## config.mk

```make
export PLATFORM = sky130hd
export DESIGN_NAME = pong_input_cond
export DESIGN_NICKNAME = d
export VERILOG_FILES = /design/src/rtl/pong_input_cond.sv
export SDC_FILE = /design/constraint.sdc
export NUM_CORES = 1
export LEC_CHECK = 0
export ABC_AREA = 1
export BUFFER_PORTS_ARGS = -buffer_cell sky130_fd_sc_hd__buf_4
export CELL_PAD_IN_SITES_DETAIL_PLACEMENT = 2
export CELL_PAD_IN_SITES_GLOBAL_PLACEMENT = 2
export CORE_MARGIN = 1.5
export CORE_UTILIZATION = 33
export DETAILED_ROUTE_END_ITERATION = 10
export HOLD_SLACK_MARGIN = 0.15
export PLACE_DENSITY_LB_ADDON = 0.1
export SLEW_MARGIN = 0
export SYNTH_ARGS = -nofsm -noshare
export SYNTH_HDL_FRONTEND = slang
export SYNTH_SLANG_ARGS = --single-unit
```

## constraint.sdc

```tcl
create_clock -name clk_0 -period 2.9 [get_ports clk_0]
set_input_delay 0.58 -clock clk_0 [delete_from_list [all_inputs] [get_ports clk_0]]
set_output_delay 0.58 -clock clk_0 [all_outputs]
set_load 0.03 [all_outputs]
```

## src/rtl/pong_input_cond.sv

```systemverilog
// Input conditioner for the pong game logic: synchronises and debounces four active-low buttons.
// Optional macro CPU_PLAYER2_EN replaces player 2's outputs with a ball-tracking FSM.
module pong_input_cond #(
    parameter int DEBOUNCE_CYCLES  = 250_000,
    parameter int CNT_W            = 18,
    parameter int CPU_REACT_CYCLES = 1_000_000,
    parameter int CPU_DEADBAND     = 8,
    parameter int SQ_WIDTH         = 16,
    parameter int PDL_HEIGHT       = 96
) (
    input  logic       clk_0,
    input  logic       rst,
    input  logic       btn_up_p1_n,
    input  logic       btn_dn_p1_n,
    input  logic       btn_up_p2_n,
    input  logic       btn_dn_p2_n,
    input  logic [9:0] sq_ypos,
    input  logic [9:0] pdl2_ypos,
    output logic       up_p1,
    output logic       down_p1,
    output logic       up_p2,
    output logic       down_p2,
    output logic       any_press
);

    localparam logic [CNT_W-1:0] CNT_LAST = CNT_W'(DEBOUNCE_CYCLES - 1);

    // Bit order everywhere: {dn_p2, up_p2, dn_p1, up_p1}
    logic [3:0]       raw_n;
    logic [3:0]       sync_a;
    logic [3:0]       sync_b;
    logic [3:0]       stable;
    logic [3:0]       stable_q;
    logic [CNT_W-1:0] cnt [4];

    assign raw_n = {btn_dn_p2_n, btn_up_p2_n, btn_dn_p1_n, btn_up_p1_n};

    always_ff @(posedge clk_0 or posedge rst) begin
        if (rst) begin
            sync_a <= '1;
            sync_b <= '1;
        end else begin
            sync_a <= raw_n;
            sync_b <= sync_a;
        end
    end

    // A level is accepted only after DEBOUNCE_CYCLES consecutive disagreeing samples
    always_ff @(posedge clk_0 or posedge rst) begin
        if (rst) begin
            stable <= '1;
            for (int i = 0; i < 4; i++) begin
                cnt[i] <= '0;
            end
        end else begin
            for (int i = 0; i < 4; i++) begin
                if (sync_b[i] != stable[i]) begin
                    if (cnt[i] == CNT_LAST) begin
                        stable[i] <= sync_b[i];
                        cnt[i]    <= '0;
                    end else begin
                        cnt[i] <= cnt[i] + CNT_W'(1);
                    end
                end else begin
                    cnt[i] <= '0;
                end
            end
        end
    end

    always_ff @(posedge clk_0 or posedge rst) begin
        if (rst) begin
            stable_q  <= '1;
            any_press <= 1'b0;
        end else begin
            stable_q  <= stable;
            any_press <= |(stable_q & ~stable);
        end
    end

    assign up_p1   = stable_q[0];
    assign down_p1 = stable_q[1];

`ifdef CPU_PLAYER2_EN
    localparam logic [1:0] CPU_HOLD = 2'd0;
    localparam logic [1:0] CPU_UP   = 2'd1;
    localparam logic [1:0] CPU_DOWN = 2'd2;
    localparam int REACT_W = (CPU_REACT_CYCLES > 1) ? $clog2(CPU_REACT_CYCLES) : 1;
    localparam logic [REACT_W-1:0] REACT_LAST = REACT_W'(CPU_REACT_CYCLES - 1);

    logic [REACT_W-1:0] react_cnt;
    logic [1:0]         cpu_state;
    logic [1:0]         cpu_next;
    logic [10:0]        ball_c;
    logic [10:0]        pdl_c;

    assign ball_c = {1'b0, sq_ypos} + 11'(SQ_WIDTH / 2);
    assign pdl_c  = {1'b0, pdl2_ypos} + 11'(PDL_HEIGHT / 2);

    always_comb begin
        cpu_next = CPU_HOLD;
        if (ball_c + 11'(CPU_DEADBAND) < pdl_c) begin
            cpu_next = CPU_UP;
        end else if (ball_c > pdl_c + 11'(CPU_DEADBAND)) begin
            cpu_next = CPU_DOWN;
        end
    end

    // The CPU only reconsiders its move once per reaction interval
    always_ff @(posedge clk_0 or posedge rst) begin
        if (rst) begin
            react_cnt <= '0;
            cpu_state <= CPU_HOLD;
        end else if (react_cnt == REACT_LAST) begin
            react_cnt <= '0;
            cpu_state <= cpu_next;
        end else begin
            react_cnt <= react_cnt + REACT_W'(1);
        end
    end

    assign up_p2   = (cpu_state != CPU_UP);
    assign down_p2 = (cpu_state != CPU_DOWN);
`else
    localparam int unused_cpu_params = CPU_REACT_CYCLES + CPU_DEADBAND + SQ_WIDTH + PDL_HEIGHT;
    logic unused_cpu_inputs;

    assign unused_cpu_inputs = &{1'b0, sq_ypos, pdl2_ypos};
    assign up_p2   = stable_q[2];
    assign down_p2 = stable_q[3];
`endif

endmodule

```

* After elaboration in Yosys (flattened, before gate mapping) *
Cells that the tools add are included.
Widths: inputs -> output; s select.

operators by class
  $add $sub $neg = 4
  equal/unequal tests = 8
  mux-type cells = 8
  bitwise logic cells = 2
  reduce and logical (&&, ||, !) cells = 5

operators with widths
  kind                   number
  $mux 18                8
  $add 18x1->18 const B  4
  $eq 18x18->1 const B   4
  $reduce_and 2->1       4
  $and 4x4->4            1
  $ne 1x1->1             4
  $not 4->4              1
  $reduce_or 4->1        1

storage, ports and cells
  bits in registers = 89
  bits of input ports = 26
  logic and storage cells = 39

* Logic depth before layout (Yosys ltp) *
Gate-level depths: netlist of the first run.

  depth in word-level cells = 3
  mapped depth = 9
  depth with buffers taken out = 9

* Worst setup path before layout of the first run *
OpenSTA, ideal clock, no wires.

  path kind = flip-flop to flip-flop
  start = register cnt[54] in the netlist's numbering
  end = register cnt[66] in the netlist's numbering
  library setup time = 0.123 ns
  arrival time = 1.143 ns
  required time = 2.777 ns
  setup slack = 1.634 ns
  cell stages (with the launch flop) = 8
  period minus slack after synthesis = 1.266 ns
  path through = dfrtp_1 ha_1 nand2_2 nor2_4 nand2_2 nor2_4 xnor2_1 nor2_2

between the ends
  longest elaborated chain between the ends = 3
  elaborated cells between the ends (all ways) = 4
  those cells by class = add/sub: 1; eq/ne: 1; mux: 2

RTL lines
  item                                                  RTL line  text
  start: declaration                                    34        logic [CNT_W-1:0] cnt [4];
  start signal: indexed assignment                      62        cnt[i] <= cnt[i] + CNT_W'(1);
  $add 18x1->18 / $eq 18x18->1 (equally long branches)  62, 58
  $mux 18 (*)                                           58        if (cnt[i] == CNT_LAST) begin
  $mux 18 (*)                                           57        if (sync_b[i] != stable[i]) begin

Mark *: on every way between the ends. The rest lies on a longest branch, timed or not.
A chain may end at the register's enable or synchronous reset.

* Worst setup path in the final report of the first run *
  start = register stable_q[2]
  end = output port up_p2

RTL lines
  item                      RTL line  text
  start: declaration        33        logic [3:0] stable_q;
  start signal: assignment  76        stable_q <= stable;
  end: declaration          21        output logic up_p2,

No word-level cell between the ends.

==> results.cfg, run 1 <==
[timing]
rsz0062_at_grt = false
setup_viol_count_final = 0
slew_viol_final = 0
final.setup.tns_ns = 0
period_share_pct = 56.8
fin_skew_ns = 0.00703
period_needed_ns = 1.65
tightest_slew_ns = 0.663
hold_viol = 0
max-slew-margin-rel_pct = 55.8
fmax_mhz = 607

[critical_path]
crit_cells = 1
worstSetupPathType = reg2out
critPathSlowestCell = dfstp_2
max_stage_delay_ns = 0.56
crit_family = flip-flops
worstReg2RegEnd = cnt[30]$_DFF_PP0_
worstPathMaxFanout = 2
required_ns = 2.32
r2r_start = cnt[18]$_DFF_PP0_
endpoint_kind = output pin
crit_buf_inv = 1
crit_arrival_ns = 1.07
startpoint_type = flip-flop
worstPathCellList = buf_4
r2r_cells = 6
r2r_slack_ns = 1.29

[routing]
drc = 0
drtIter0Drc = 118
ant_nets = 0
viasPerCell = 4.75
dr.pass1.iters = 4
wl_um = 11300
vias = 3626
wl_per_cell_um = 14.9

[cts]
cts_tree = built
clock_latency_ns = 0.35
clk_path_buf_depth = 2
cts_buffers = 9
cts_num_sinks = 89
h-tree-depth = 3
cts_hold_buf = 0
cts_resized = 0
cts-root-buf = clkbuf_16
clkTransAtPathRegs_ns = 0.07
postCtsSetupRepairBufs = 0

[grt]
antenna_found_initial = 0
gr-total-overflow = 0
grt_max_degree = 49
grt_pass1_wl_um = 19500
grt_pass1_vias = 3988
track_usage_pct = 17.1

[finish]
area_growth_pct = 13.5
antenna_cells = 0
drive_above_1_share_pct = 17.5
layout.nets = 608
stdcell_count = 763
final_cell_area_um2 = 5250

[synthesis]
yosys.cell_types.count = 32
synthCells = 557
syn_area_um2 = 4620
synthArstFlopShare_pct = 100
ys.flop_type = dfrtp_1
ys_ff_latch = 89
synth_warnings = 0
syn_nets = 587
yosysSeqAreaShare_pct = 48.6
synth_edf_count = 0
avgSynthCellArea_um2 = 8.30

[floorplanning]
num_rows = 43
start_util_pct = 33.5
dieArea_um2 = 14700
fp.coreArea_um2 = 13800
ios = 31
die_h_um = 121
die_w_um = 121

[power_and_ir_drop]
power_per_cell_area_nw_per_um2 = 483
total_power_mw = 2.53
p_leak_nw = 2.11
ir_worst_vdd_uv = 258

[status]
outcome = finished, final reports clean

[place]
hpwl_um = 8480
port_buffers = 10
dp.cells = 747
place_congestion = 0.737
post_dp_cell_area_um2 = 4950

[hold_path]
hp-class = in2async

[job]
drv_cap = 0
-- registers in the layout, summed over array words and instances (netlist names) --
name,flops
sync_a,4
stable_q,4
any_press,1
cnt,72
sync_b,4
stable,4
-- per-layer routing --
layer / vias to the layer above / track usage (%) / share of wire [%]
li1: 1791 / - / -
met1: 1804 / 22.4 / 49
met2: 19 / 28.1 / 48
met3: 12 / 2.63 / 1.6
met4: 0 / 6.84 / 1.8
met5: - / 0 / 0
-- area by class of cell --
type,instances,area [um2]
Tap cell,180,225
Timing Repair Buffer,12,115
Clock buffer,11,253
Inverter,52,198
Sequential cell,89,2250
Clock inverter,5,38.8
Fill cell,1610,8530
Multi-Input combinational cell,414,2170
-- synth_stat cells, drive strengths merged (2+ instances only) --
| cell type | number | share of area (%) |
|---|---|---|
| nor2 | 154 | 15 |
| nand2 | 118 | 10 |
| dfrtp | 73 | 40 |
| inv | 52 | 4.2 |
| nand3 | 47 | 5.8 |
| xor2 | 27 | 5.6 |
| dfstp | 16 | 9.1 |
| a21oi | 13 | 1.5 |
| xnor2 | 10 | 2.1 |
| nor3b | 8 | 1.4 |
| o21ai | 8 | 0.87 |
| nand4 | 7 | 0.95 |
| nor3 | 7 | 0.76 |
| o21bai | 5 | 0.81 |
| ha | 4 | 1.1 |
| buf | 2 | 0.22 |
| nand3b | 2 | 0.32 |
-- through the flow --
| stage | worst slack, ns | hold slack, ns | utilization, % |
|---|---|---|---|
| after floorplan | 0.0396 | 0.345 | - |
| after global placement | 1.29 | 0.346 | 36.0 |
| after detailed placement | 1.28 | 0.349 | 36.0 |
| after CTS | 1.23 | 0.321 | 38.1 |
| after global routing | 1.11 | 0.325 | 38.1 |
| final | 1.25 | 0.327 | 38.1 |
-- where the power goes --
group	switching (mW)	internal (mW)	leakage (nW)
registers	0.0152	1.27	1.18
clock network	0.528	0.633	0.142
logic	0.0645	0.0273	0.790
total	0.608	1.93	2.11
-- layout by cell type, fill, tap and decap left out, drive strengths merged, types with 5 or more instances in the layout --
cell type	synthesis	routed
nor2	154	154
inv	52	53
nand4	7	7
nor3	7	7
xor2	27	27
nand2	118	118
nand3	47	47
xnor2	10	10
dfrtp	73	73
dfstp	16	16
o21ai	8	8
a21oi	13	13
buf	2	12
clkbuf	0	11
nor3b	8	8
o21bai	5	5
-- how the worst max path moves through the flow --
| stage | start | slack [ns] | to |
|---|---|---|---|
| after global routing | cnt[18]$_DFF_PP0_ | 1.11 | cnt[30]$_DFF_PP0_ |
| after CTS | stable_q[2]$_DFF_PP1_ | 1.23 | up_p2 |
| after floorplan | rst | 0.04 | any_press$_DFF_PP0_ |
| after detailed placement | cnt[18]$_DFF_PP0_ | 1.28 | cnt[30]$_DFF_PP0_ |
| final | stable_q[2]$_DFF_PP1_ | 1.25 | up_p2 |
| after global placement | cnt[18]$_DFF_PP0_ | 1.29 | cnt[30]$_DFF_PP0_ |
-- logic make-up (layout without fill, tap and decap cells) --
kind of cell               after synthesis  after routing  share of synthesized area [%]
buffers and inverters                   54             80                           4.44
AOI/OAI and AO/OA                       28             28                           3.44
and+or+nand+nor                        345            345                           34.7
xor gates and xnor gates                37             37                           7.66
adders and majority gates                4              4                           1.08
DFF                                     89             89                           48.6
(Power assumes the default switching activity.)
==> run 2: changes to the inputs <==
==> constraint.sdc (replaced) <==
create_clock -name clk_0 -period 1.4 [get_ports clk_0]
set_input_delay 0.28 -clock clk_0 [delete_from_list [all_inputs] [get_ports clk_0]]
set_output_delay 0.28 -clock clk_0 [all_outputs]
set_load 0.03 [all_outputs]
==> results.cfg, run 2 (synthesized netlist as in run 1, its figures left out) <==
[floorplanning]
num_rows = 43
die_w_um = 121
start_util_pct = 33.5
fp.coreArea_um2 = 13800
dieArea_um2 = 14700
die_h_um = 121
ios = 31

[timing]
hold_viol = 0
period_needed_ns = 1.39
period_share_pct = 99.3
max-slew-margin-rel_pct = 69.6
tightest_slew_ns = 0.453
fmax_mhz = 719
setup_viol_count_final = 0
setup_ws_ns = 0.00981
slew_viol_final = 0
fin_skew_ns = 0.00973
rsz0062_at_grt = true

[place]
pre_cts_slack_ns = -0.0817
hpwl_um = 9170
post_dp_cell_area_um2 = 5240
dp.cells = 786
port_buffers = 10
place_congestion = 0.742

[finish]
largest_reg_flops = 72
largest-register = cnt
most-common-layout-cells = nor2_1 (113), nand2_1 (95), dfrtp_1 (64), buf_4 (64), inv_1 (39)
drive_above_1_share_pct = 32.8
area_growth_pct = 30.2
antenna_cells = 0
mostFrequentLayoutCell = nor2_1
stdcell_count = 824
final_cell_area_um2 = 6020
layout.nets = 669

[hold_path]
hp-class = reg2reg
min_from = sync_a[3]$_DFF_PP1_

[routing]
drc = 0
vias = 3908
drtIter0Drc = 92
viasPerCell = 4.74
dr.pass1.iters = 4
wl_um = 13100
ant_nets = 0
wl_per_cell_um = 15.8

[cts]
cts_tree = built
clkTransAtPathRegs_ns = 0.07
clk_path_buf_depth = 2
cts_num_sinks = 89
clock_latency_ns = 0.35
cts_buffers = 9
cts-root-buf = clkbuf_16
h-tree-depth = 3

[grt]
grt_pass1_wl_um = 21100
track_usage_pct = 18.4
antenna_found_initial = 0
grt_pass1_vias = 4283
gr-total-overflow = 0
grt_max_degree = 78

[critical_path]
worstPathCellList = ha_2, buf_4, nand2_1, nor2_1, nand2_1, buf_4, xor2_1, nor2_1
crit_arrival_ns = 1.62
max_stage_delay_ns = 0.39
startpoint = cnt[36]$_DFF_PP0_
endpoint_kind = flip-flop
worstPathMaxFanout = 2
required_ns = 1.63
worstSetupPathType = reg2reg
critPathSlowestCell = dfrtp_1
startpoint_type = flip-flop
crit_family = flip-flops
crit_buf_inv = 2
r2r_start = cnt[36]$_DFF_PP0_

[status]
outcome = finished, final reports clean

[job]
drv_cap = 0

[power_and_ir_drop]
ir_worst_vdd_uv = 759
p_leak_nw = 2.46
power_per_cell_area_nw_per_um2 = 878
total_power_mw = 5.28
## run 2: through the flow
step	setup TNS (ns)	utilization, %	hold WS (ns)
after floorplan	0	-	0.284
after global placement	-0.00485	38.0	0.345
after detailed placement	-0.618	38.0	0.347
after CTS	-0.0327	40.8	0.358
after global routing	-1.90	43.7	0.362
final	0	43.7	0.357
## run 2: power by group
group	internal [mW]	switching (mW)	total, mW	leakage [nW]
combinational	0.121	0.164	0.285	1.16
clock	1.26	1.08	2.34	0.129
sequential	2.62	0.0401	2.66	1.16
total	4.00	1.28	5.28	2.46
## run 2: worst register-to-register path, cell delays in order, from the launching register on
cell	delay [ns]
dfrtp_1	0.39
ha_2	0.20
buf_4	0.13
nand2_1	0.07
nor2_1	0.05
nand2_1	0.09
buf_4	0.12
xor2_1	0.16
nor2_1	0.06
## run 2: timing repair
action                                  in CTS  in global routing
endpoints found under the setup margin      28                 56
setup buffers                                4                 14
pin swaps                                    5                 30
hold buffers                                 5                  0
resized for setup                            9                 77
endpoints found under the hold margin       77                  0
## run 2: layout make-up
type,count,area (um2)
Clock inverter,4,28.8
Timing Repair Buffer,73,584
Sequential cell,89,2260
Tap cell,180,225
Fill cell,1563,7760
Multi-Input combinational cell,414,2470
Inverter,52,204
Clock buffer,12,246
## run 2: final timing paths
path                                       endpoint  slack (ns)  depth (start not counted)
worst max-delay path              cnt[42]$_DFF_PP0_        0.01                          8
worst min-delay path            sync_b[3]$_DFF_PP1_        0.36                          0
worst max register to register    cnt[42]$_DFF_PP0_        0.01                          8
worst min register to register  sync_b[3]$_DFF_PP1_        0.36                          0
max in group asynchronous       sync_a[3]$_DFF_PP1_        0.41                          4
min in group asynchronous         cnt[18]$_DFF_PP0_        0.54                          4
## run 2: per-layer routing
| layer | share of wire (%) | GRT usage, % | up-vias |
|---|---|---|---|
| met4 | 0.64 | 3.31 | 0 |
| met2 | 53 | 32.2 | 19 |
| met5 | 0 | 0 | - |
| li1 | - | - | 1916 |
| met3 | 1.8 | 4.61 | 5 |
| met1 | 45 | 23.2 | 1968 |
==> run 3: changes to the inputs <==
--- a/config.mk
+++ b/config.mk
@@ -9,7 +9,6 @@
 export BUFFER_PORTS_ARGS = -buffer_cell sky130_fd_sc_hd__buf_4
 export CELL_PAD_IN_SITES_DETAIL_PLACEMENT = 2
 export CELL_PAD_IN_SITES_GLOBAL_PLACEMENT = 2
-export CORE_MARGIN = 1.5
 export CORE_UTILIZATION = 33
 export DETAILED_ROUTE_END_ITERATION = 10
 export HOLD_SLACK_MARGIN = 0.15
==> results.cfg, run 3 (synthesized netlist as in run 1, its figures left out) <==
[grt]
top_usage_layer = met2
met2_usage_pct = 34.2
track_usage_pct = 19.3
gr-total-overflow = 0
grt_max_degree = 53
use_met1_pct = 23.9
antenna_found_initial = 0
use_met3_pct = 2.41
grt_pass1_vias = 4418
grt_pass1_wl_um = 21600

[finish]
mostFrequentLayoutCell = nor2_1
final_cell_area_um2 = 5940
final_core_util_pct = 44.1
num-fill-cells = 1543
largest-register = cnt
area_growth_pct = 28.5
antenna_cells = 0
multi_input_area_um2 = 2430
most-common-layout-cells = nor2_1 (116), nand2_1 (96), dfrtp_1 (65)
seq_area_um2 = 2260
drive_above_1_share_pct = 30.2
layout.nets = 660
largest_reg_flops = 72
stdcell_count = 811

[status]
outcome = finished, final reports clean

[timing]
fmax_mhz = 726
slew_viol_final = 0
setup_viol_count_final = 0
final.setup.tns_ns = 0
period_needed_ns = 1.38
max-slew-margin-rel_pct = 72.5
rsz0062_at_grt = true
fin_skew_ns = 0.00835
period_share_pct = 98.4
tightest_slew_ns = 0.410
hold_viol = 0

[place]
hpwl_um = 9270
dp.cells = 780
port_buffers = 10
place_congestion = 0.764
post_dp_cell_area_um2 = 5230

[floorplanning]
die_h_um = 120
fp.coreArea_um2 = 13500
ios = 31
die_w_um = 120
num_rows = 42
dieArea_um2 = 14500
start_util_pct = 34.3

[power_and_ir_drop]
switching_power_mw = 1.21
power_per_cell_area_nw_per_um2 = 930
ir_worst_vdd_uv = 476
seq_power_share_pct = 48.3
p_leak_nw = 2.41
intPower_mw = 4.31
pwr-share-comb_pct = 5.2
p_clk_share_pct = 46.6
p_sw_share_pct = 21.9

[critical_path]
startpoint_type = flip-flop
endpoint_kind = flip-flop
worstSetupPathType = reg2reg
crit_arrival_ns = 1.60
required_ns = 1.63
worstPathMaxFanout = 7

[cts]
clk_path_buf_depth = 2
cts_tree = built
cts-root-buf = clkbuf_16
clock_latency_ns = 0.35
cts_num_sinks = 89
clkTransAtPathRegs_ns = 0.06
h-tree-depth = 3
cts_buffers = 9

[routing]
drc = 0
vias = 3904
ant_nets = 0
wl_um = 12900
drtIter0Drc = 75
viasPerCell = 4.81
wl_per_cell_um = 15.9
dr.pass1.iters = 4

[hold_path]
hp-class = reg2reg

[job]
drv_cap = 0
run 3: layer usage:
metal / vias to the layer above / wire, um
met3: 12 / 163
met4: 0 / 207
met5: - / 0
met2: 21 / 6710
li1: 1900 / -
met1: 1971 / 5820
run 3: metrics by stage:
step	setup WS (ns)	hold slack, ns	power, mW
2_1_floorplan	0.0973	0.284	2.81
3_3_place_gp	-0.0285	0.224	2.93
3_5_place_dp	-0.112	0.223	2.94
4_1_cts	-0.00925	0.348	5.59
5_1_grt	-0.0782	0.356	5.75
6_report	0.0227	0.350	5.52
run 3: worst paths after layout:
kind                                startpoint                   to  slack, ns  cells past startpoint
setup / recovery             cnt[54]$_DFF_PP0_    cnt[70]$_DFF_PP0_       0.02                      7
min in group asynchronous                  rst    cnt[44]$_DFF_PP0_       0.43                      3
hold reg to reg            sync_a[2]$_DFF_PP1_  sync_b[2]$_DFF_PP1_       0.35                      0
setup reg to reg             cnt[54]$_DFF_PP0_    cnt[70]$_DFF_PP0_       0.02                      7
hold / removal             sync_a[2]$_DFF_PP1_  sync_b[2]$_DFF_PP1_       0.35                      0
max in group asynchronous                  rst  sync_b[0]$_DFF_PP1_       0.39                      4
run 3: power by group through the flow:
stage	combinational, mW	clock (mW)	sequential (mW)
after floorplan	0.122	0	2.69
final	0.286	2.57	2.66
after global placement	0.233	0	2.69
after CTS	0.273	2.66	2.66
after global routing	0.323	2.76	2.67
after detailed placement	0.245	0	2.70
run 3: layout make-up:
class	count	share of cell area, %
Sequential cell	89	38.0
Tap cell	176	3.71
Inverter	52	3.44
Multi-Input combinational cell	414	41.0
Clock inverter	3	1.10
Clock buffer	13	4.05
Timing Repair Buffer	64	8.73
run 3: repair_timing:
action,CTS,global route
buffers inserted,2,8
hold buffers,5,0
endpoints found under the setup margin,36,59
gates resized for setup,18,55
pin swaps,6,23
hold endpoints to repair,20,0
run 3: worst max-delay path, cell delays in order (launching register included):
cell and delay, ns:
dfrtp_1 0.36, ha_2 0.20, nand2_2 0.09, nor2_4 0.17, nand3b_1 0.15, nand2_2 0.11, buf_12 0.13, a21oi_1 0.04
